==> src/rtl/alu_pkg.sv <==
// Shared opcode, FSM-state and flag-index definitions for the pipelined ALU.
package alu_pkg;

  localparam logic [3:0] OP_AND  = 4'd0;
  localparam logic [3:0] OP_OR   = 4'd1;
  localparam logic [3:0] OP_NAND = 4'd2;
  localparam logic [3:0] OP_NOR  = 4'd3;
  localparam logic [3:0] OP_ADD  = 4'd4;
  localparam logic [3:0] OP_SUB  = 4'd5;
  localparam logic [3:0] OP_MUL  = 4'd6;
  localparam logic [3:0] OP_NOT  = 4'd7;
  localparam logic [3:0] OP_XOR  = 4'd8;
  localparam logic [3:0] OP_SHL  = 4'd9;
  localparam logic [3:0] OP_SHR  = 4'd10;
  localparam logic [3:0] OP_ASR  = 4'd11;

  typedef enum logic [1:0] {IDLE, MULT, DONE} state_t;

  localparam int FLG_Z = 0;
  localparam int FLG_N = 1;
  localparam int FLG_C = 2;
  localparam int FLG_V = 3;

endpackage

==> src/rtl/alu_seq_mul.sv <==
// Iterative unsigned shift-add multiplier: one partial-product add per clock,
// WIDTH clocks after i_start; o_done flags the final step.
module alu_seq_mul #(
  parameter int WIDTH = 8
) (
  input  logic               clk,
  input  logic               rst,
  input  logic               i_start,
  input  logic [WIDTH-1:0]   i_a,
  input  logic [WIDTH-1:0]   i_b,
  output logic               o_done,
  output logic [2*WIDTH-1:0] o_prod
);
  localparam int CW = $clog2(WIDTH);

  logic               r_run;
  logic [CW-1:0]      r_cnt;
  logic [WIDTH-1:0]   r_mcand;
  logic [2*WIDTH-1:0] r_p;
  logic [WIDTH:0]     w_sum;

  // Upper half accumulates; lower half starts as the multiplier and is
  // shifted out one bit per step as the product shifts in.
  assign w_sum  = {1'b0, r_p[2*WIDTH-1:WIDTH]} + (r_p[0] ? {1'b0, r_mcand} : '0);
  assign o_done = r_run && (r_cnt == CW'(WIDTH-1));
  assign o_prod = r_p;

  always_ff @(posedge clk or negedge rst) begin
    if (!rst) begin
      r_run   <= 1'b0;
      r_cnt   <= '0;
      r_mcand <= '0;
      r_p     <= '0;
    end else if (i_start) begin
      r_run   <= 1'b1;
      r_cnt   <= '0;
      r_mcand <= i_a;
      r_p     <= {{WIDTH{1'b0}}, i_b};
    end else if (r_run) begin
      r_p   <= {w_sum, r_p[WIDTH-1:1]};
      r_cnt <= r_cnt + 1'b1;
      if (o_done) r_run <= 1'b0;
    end
  end

endmodule

==> src/rtl/alu_pipe.sv <==
// Handshaked ALU: single-cycle logic/arith/shift ops plus a multi-cycle MUL,
// with a registered result/flag stage that holds under backpressure.
module alu_pipe
  import alu_pkg::*;
#(
  parameter int WIDTH = 8
) (
  input  logic             clk,
  input  logic             rst,
  input  logic             in_valid,
  output logic             in_ready,
  input  logic [WIDTH-1:0] a,
  input  logic [WIDTH-1:0] b,
  input  logic [3:0]       op,
  output logic             out_valid,
  input  logic             out_ready,
  output logic [WIDTH-1:0] y,
  output logic [WIDTH-1:0] y_hi,
  output logic             flag_z,
  output logic             flag_n,
  output logic             flag_c,
  output logic             flag_v,
  output logic             err,
  output logic             busy
);
  localparam int SHW = $clog2(WIDTH);

  state_t             r_state, w_state_nxt;
  logic               r_vld, r_err;
  logic [WIDTH-1:0]   r_y, r_yhi;
  logic [3:0]         r_flags;

  logic               w_acc, w_out_free, w_mul_start, w_ld_alu, w_ld_mul, w_load;
  logic               w_mul_done;
  logic [2*WIDTH-1:0] w_prod;
  logic [SHW-1:0]     w_sh;
  logic [WIDTH:0]     w_t;
  logic [WIDTH-1:0]   w_ay, w_ny, w_nyhi;
  logic               w_ac, w_av, w_aerr, w_nerr;
  logic [3:0]         w_nflags;

  // Gated by rst so every output reads 0 while reset is held.
  assign w_out_free  = !r_vld || out_ready;
  assign in_ready    = rst && (r_state == IDLE) && w_out_free;
  assign w_acc       = in_valid && in_ready;
  assign w_mul_start = w_acc && (op == OP_MUL);
  assign w_ld_alu    = w_acc && (op != OP_MUL);
  assign w_ld_mul    = (r_state == DONE) && w_out_free;
  assign w_load      = w_ld_alu || w_ld_mul;
  assign w_sh        = b[SHW-1:0];

  alu_seq_mul #(.WIDTH(WIDTH)) u_mul (
    .clk    (clk),
    .rst    (rst),
    .i_start(w_mul_start),
    .i_a    (a),
    .i_b    (b),
    .o_done (w_mul_done),
    .o_prod (w_prod)
  );

  always_comb begin
    w_state_nxt = r_state;
    case (r_state)
      IDLE:    if (w_mul_start) w_state_nxt = MULT;
      MULT:    if (w_mul_done)  w_state_nxt = DONE;
      DONE:    if (w_out_free)  w_state_nxt = IDLE;
      default: w_state_nxt = IDLE;
    endcase
  end

  // Shifts are done on a WIDTH+1 vector so the last bit out lands in the
  // spare bit; a zero amount leaves that bit 0.
  always_comb begin
    w_t    = '0;
    w_ay   = '0;
    w_ac   = 1'b0;
    w_av   = 1'b0;
    w_aerr = 1'b0;
    case (op)
      OP_AND:  w_ay = a & b;
      OP_OR:   w_ay = a | b;
      OP_NAND: w_ay = ~(a & b);
      OP_NOR:  w_ay = ~(a | b);
      OP_NOT:  w_ay = ~a;
      OP_XOR:  w_ay = a ^ b;
      OP_ADD: begin
        w_t  = {1'b0, a} + {1'b0, b};
        w_ay = w_t[WIDTH-1:0];
        w_ac = w_t[WIDTH];
        w_av = (a[WIDTH-1] == b[WIDTH-1]) && (w_t[WIDTH-1] != a[WIDTH-1]);
      end
      OP_SUB: begin
        w_t  = {1'b0, a} - {1'b0, b};
        w_ay = w_t[WIDTH-1:0];
        w_ac = w_t[WIDTH];
        w_av = (a[WIDTH-1] != b[WIDTH-1]) && (w_t[WIDTH-1] != a[WIDTH-1]);
      end
      OP_SHL: begin
        w_t  = {1'b0, a} << w_sh;
        w_ay = w_t[WIDTH-1:0];
        w_ac = w_t[WIDTH];
      end
      OP_SHR: begin
        w_t  = {a, 1'b0} >> w_sh;
        w_ay = w_t[WIDTH:1];
        w_ac = w_t[0];
      end
      OP_ASR: begin
        w_t  = $signed({a, 1'b0}) >>> w_sh;
        w_ay = w_t[WIDTH:1];
        w_ac = w_t[0];
      end
      OP_MUL:  w_ay = '0;
      default: w_aerr = 1'b1;
    endcase
  end

  always_comb begin
    w_nflags = '0;
    if (w_ld_mul) begin
      w_ny            = w_prod[WIDTH-1:0];
      w_nyhi          = w_prod[2*WIDTH-1:WIDTH];
      w_nerr          = 1'b0;
      w_nflags[FLG_Z] = (w_prod == '0);
      w_nflags[FLG_N] = w_prod[2*WIDTH-1];
      w_nflags[FLG_V] = |w_prod[2*WIDTH-1:WIDTH];
    end else begin
      w_ny            = w_ay;
      w_nyhi          = '0;
      w_nerr          = w_aerr;
      w_nflags[FLG_Z] = !w_aerr && (w_ay == '0);
      w_nflags[FLG_N] = w_ay[WIDTH-1];
      w_nflags[FLG_C] = w_ac;
      w_nflags[FLG_V] = w_av;
    end
  end

  always_ff @(posedge clk or negedge rst) begin
    if (!rst) begin
      r_state <= IDLE;
      r_vld   <= 1'b0;
      r_y     <= '0;
      r_yhi   <= '0;
      r_flags <= '0;
      r_err   <= 1'b0;
    end else begin
      r_state <= w_state_nxt;
      if (w_load) begin
        r_vld   <= 1'b1;
        r_y     <= w_ny;
        r_yhi   <= w_nyhi;
        r_flags <= w_nflags;
        r_err   <= w_nerr;
      end else if (out_ready) begin
        r_vld   <= 1'b0;
      end
    end
  end

  assign out_valid = r_vld;
  assign y         = r_y;
  assign y_hi      = r_yhi;
  assign flag_z    = r_flags[FLG_Z];
  assign flag_n    = r_flags[FLG_N];
  assign flag_c    = r_flags[FLG_C];
  assign flag_v    = r_flags[FLG_V];
  assign err       = r_err;
  assign busy      = (r_state != IDLE);

endmodule

==> config.mk <==
export PLATFORM = sky130hd
export DESIGN_NAME = alu_pipe
export DESIGN_NICKNAME = d
export VERILOG_FILES = /design/src/rtl/alu_pkg.sv /design/src/rtl/alu_seq_mul.sv /design/src/rtl/alu_pipe.sv
export SDC_FILE = /design/constraint.sdc
export NUM_CORES = 1
export LEC_CHECK = 0
export ABC_CLOCK_PERIOD_IN_PS = 5700
export CAP_MARGIN = 20
export CORE_MARGIN = 8
export CORE_UTILIZATION = 60
export CTS_BUF_LIST = sky130_fd_sc_hd__clkbuf_4
export CTS_CLUSTER_DIAMETER = 200
export DETAILED_ROUTE_END_ITERATION = 7
export PLACE_DENSITY = 0.84
export SLEW_MARGIN = 20
export SYNTH_ARGS = -nofsm -noshare
export SYNTH_HDL_FRONTEND = slang
export SYNTH_HIERARCHICAL = 1
export SYNTH_SLANG_ARGS = --single-unit
export TNS_END_PERCENT = 100
==> constraint.sdc <==
create_clock -name clk -period 5.7 [get_ports clk]
set_input_delay 0.57 -clock clk [delete_from_list [all_inputs] [get_ports clk]]
set_output_delay 0.57 -clock clk [all_outputs]
set_load 0.03 [all_outputs]
==> out/metrics.yaml <==
setup_path:
  start_kind: "primary input"
  critical_path_peak_fanout: 20
  crit_required_ps: 6000
  critPathCaptureType: "flip-flop"
  worstPathArrival_ps: 3880
  crit_type: "in2reg"
timing:
  rsz0062_at_grt: "false"
  finClkSkew_ps: 18.4
  worst_slew_pin_slew_ps: 1090
  fmax_mhz: 280
  min_period_ps: 3570
  period_share_pct: 62.7
  slew_headroom_pct: 27.6
  hold_viol: 0
  finalSetupViolCount: 0
  slew_viol_final: 0
  tns_ps: 0
clocking:
  insertion_delay_ps: 370
  clock-sinks: 52
  clk_pin_slew_ps: 160
  root_buffer: "clkbuf_4"
  cts_tree: "yes"
  cts_hold_buf: 0
  numCtsBuffers: 5
  clock_path_buffers: 2
  cts_setup_buffers: 0
  ctsHtreeMaxLevel: 2
  cts_resized: 0
layout:
  drive_gt1_share_pct: 8.72
  final_cell_mix: "53 x nand2_1, 52 x dfrtp_1, 48 x nor2_1"
  design_area_mm2: 0.00545
  stdcell_count: 701
  area_growth_pct: 10.8
  antennaDiodeCount: 0
  layout_commonest_cell: "nand2_1"
  final_nets: 657
pwr:
  p_total_mw: 1.71
  power_frac_comb_pct: 49.3
  p_leak_nw: 2.26
  swShare_pct: 43.3
  ir_drop_uv: 187
  powerDensity_mw_per_mm2: 313
  p_switching_uw: 739
  p_int_uw: 968
  pwr-share-clk_pct: 12.8
  p_seq_share_pct: 37.8
grt:
  grt_pass1_vias: 4337
  grt_pass1_wl_um: 23600
  antenna_found_initial: 0
  overflow: 0
  grt_max_degree: 54
  grt_usage_pct: 25.9
floorplanning:
  core_area_mm2: 0.00809
  io_pins: 48
  die_area_mm2: 0.0114
  initial_core_util_pct: 60.8
  die_x_um: 107
  die_h_um: 107
  rows: 33
placement:
  place_area_mm2: 0.00536
  routabilityCongestion: 0.969
  dp_hpwl_um: 10900
  portBuffers: 47
  dp_cells: 693
routing:
  ant_nets: 0
  vias: 4671
  wl_per_cell_um: 20.8
  routed_wl_um: 14600
  drtIter0Drc: 427
  route.detailed.drc: 0
  vias_per_cell: 6.66
  first_pass_iters: 5
synthesis:
  yosys.cell_types.count: 77
  ys_seq_area_share_pct: 26.5
  ys.flop_type: "dfrtp_1"
  synth_top_area_share_pct: 26.5
  syn-cell-area_mm2: 0.00492
  yosys_warnings: 6
  synth.area.top_cells: "dfrtp_1 26%, ha_1 8.9%, nand2_1 4.0%"
  synth_top_cell_by_area: "dfrtp_1"
  async_reset_ff_share_pct: 100
  synthesis.instances: 574
  synth_nets: 636
  synth_seq_cells: 52
  avgSynthCellArea_um2: 8.57
  synth_enable_flop_cells: 0
min_path:
  hold_path_class: "in2async"
run_status:
  status: "completed"
job:
  timing.max_cap.violations: 0
## cells in the mapped netlist (all sizes together) (3+ instances only)
cell type  instances
a31oi              6
nor3              14
mux2              13
inv               30
and2              13
a221o              3
a32oi              6
nor2              49
a21o               5
dfrtp             52
o2111ai            3
a21oi             19
ha                35
xnor2              9
a211oi            16
buf               25
a2111oi            4
nand3b             5
a221oi             3
mux2i             18
nand4              4
nand3             15
o21ai             37
clkbuf            14
fa                 3
nand2b            19
xor2               3
mux4               7
nor4               4
o31ai              4
or2                6
o221ai             4
or3                3
nand2             53
and3               4
o22ai              6
nor2b             12
o211ai             8
a22oi             12
## layout make-up
class                      instances  area (um^2)
multi-input combinational        453         3310
fill                             690         2650
sequential                        52         1300
timing repair buffer              53          510
tap                              105          131
inverter                          30          113
clock buffer                       6         45.0
clock inverter                     2         38.8
## path summary, 6_finish.rpt
kind	startpoint	end	slack (ps)	cells after the start
worst max-delay path	b[2]	y[7]$_DFFE_PN0P_	2130	9
min in group clk	u_mul/r_mcand[2]$_DFFE_PN0P_	u_mul/r_mcand[2]$_DFFE_PN0P_	520	1
worst min-delay path	rst	out_valid$_DFFE_PN0P_	290	2
worst max register to register	out_valid$_DFFE_PN0P_	r_flags[0]$_DFFE_PN0P_	3140	7
worst min register to register	u_mul/r_mcand[2]$_DFFE_PN0P_	u_mul/r_mcand[2]$_DFFE_PN0P_	520	1
max in group asynchronous	rst	u_mul/r_mcand[2]$_DFFE_PN0P_	4970	2
## through the flow
stage	hold WS, ps	util [%]	worst slack (ps)
finish	294	67.3	2130
detailed placement	490	66.3	1780
global placement	482	66.3	1910
global route	334	67.3	1910
floorplan	274	-	2900
CTS	310	67.3	2180
## metal layers
metal  vias up  global-route usage (%)  routed length, um
met5         -                       0                  0
met4         0                    8.64                412
met3        32                    5.99               1450
met2       227                    37.6               6250
met1      2263                    36.8               6470
li1       2149                       -                  -
## sequential cells by signal (all words and copies together), names as in the netlist
name,flops
u_mul/o_prod,16
u_mul/r_mcand,8
y,8
y_hi,8
r_flags,4
u_mul/r_cnt,3
r_state,2
err,1
out_valid,1
u_mul/r_run,1
## logic make-up after synthesis
kind of cell,count (synthesis),share of synthesized area (%)
mux,38,10.0
compound gates,157,23.5
fa+ha+maj,38,10.1
simple gates,208,21.4
buf+inv,69,6.39
flops,52,26.5
xor+xnor,12,2.14
## power by group through the flow
| stage | clock (mW) | sequential, mW | combinational, mW |
|---|---|---|---|
| final | 0.219 | 0.646 | 0.841 |
| after global routing | 0.237 | 0.665 | 0.917 |
| after CTS | 0.221 | 0.642 | 0.837 |
| after detailed placement | 0 | 0.650 | 0.830 |
| after global placement | 0 | 0.645 | 0.805 |
| after floorplan | 0 | 0.675 | 0.520 |
## worst max-delay path: stages
cell and delay (ps):
clkdlybuf4s50_1 930, inv_1 400, ha_1 530, a221oi_1 190, or4_1 420, a211oi_1 370, nor3_1 130, o21a_1 210
o21ai_1 120
Power figures use the tool's default switching activity.
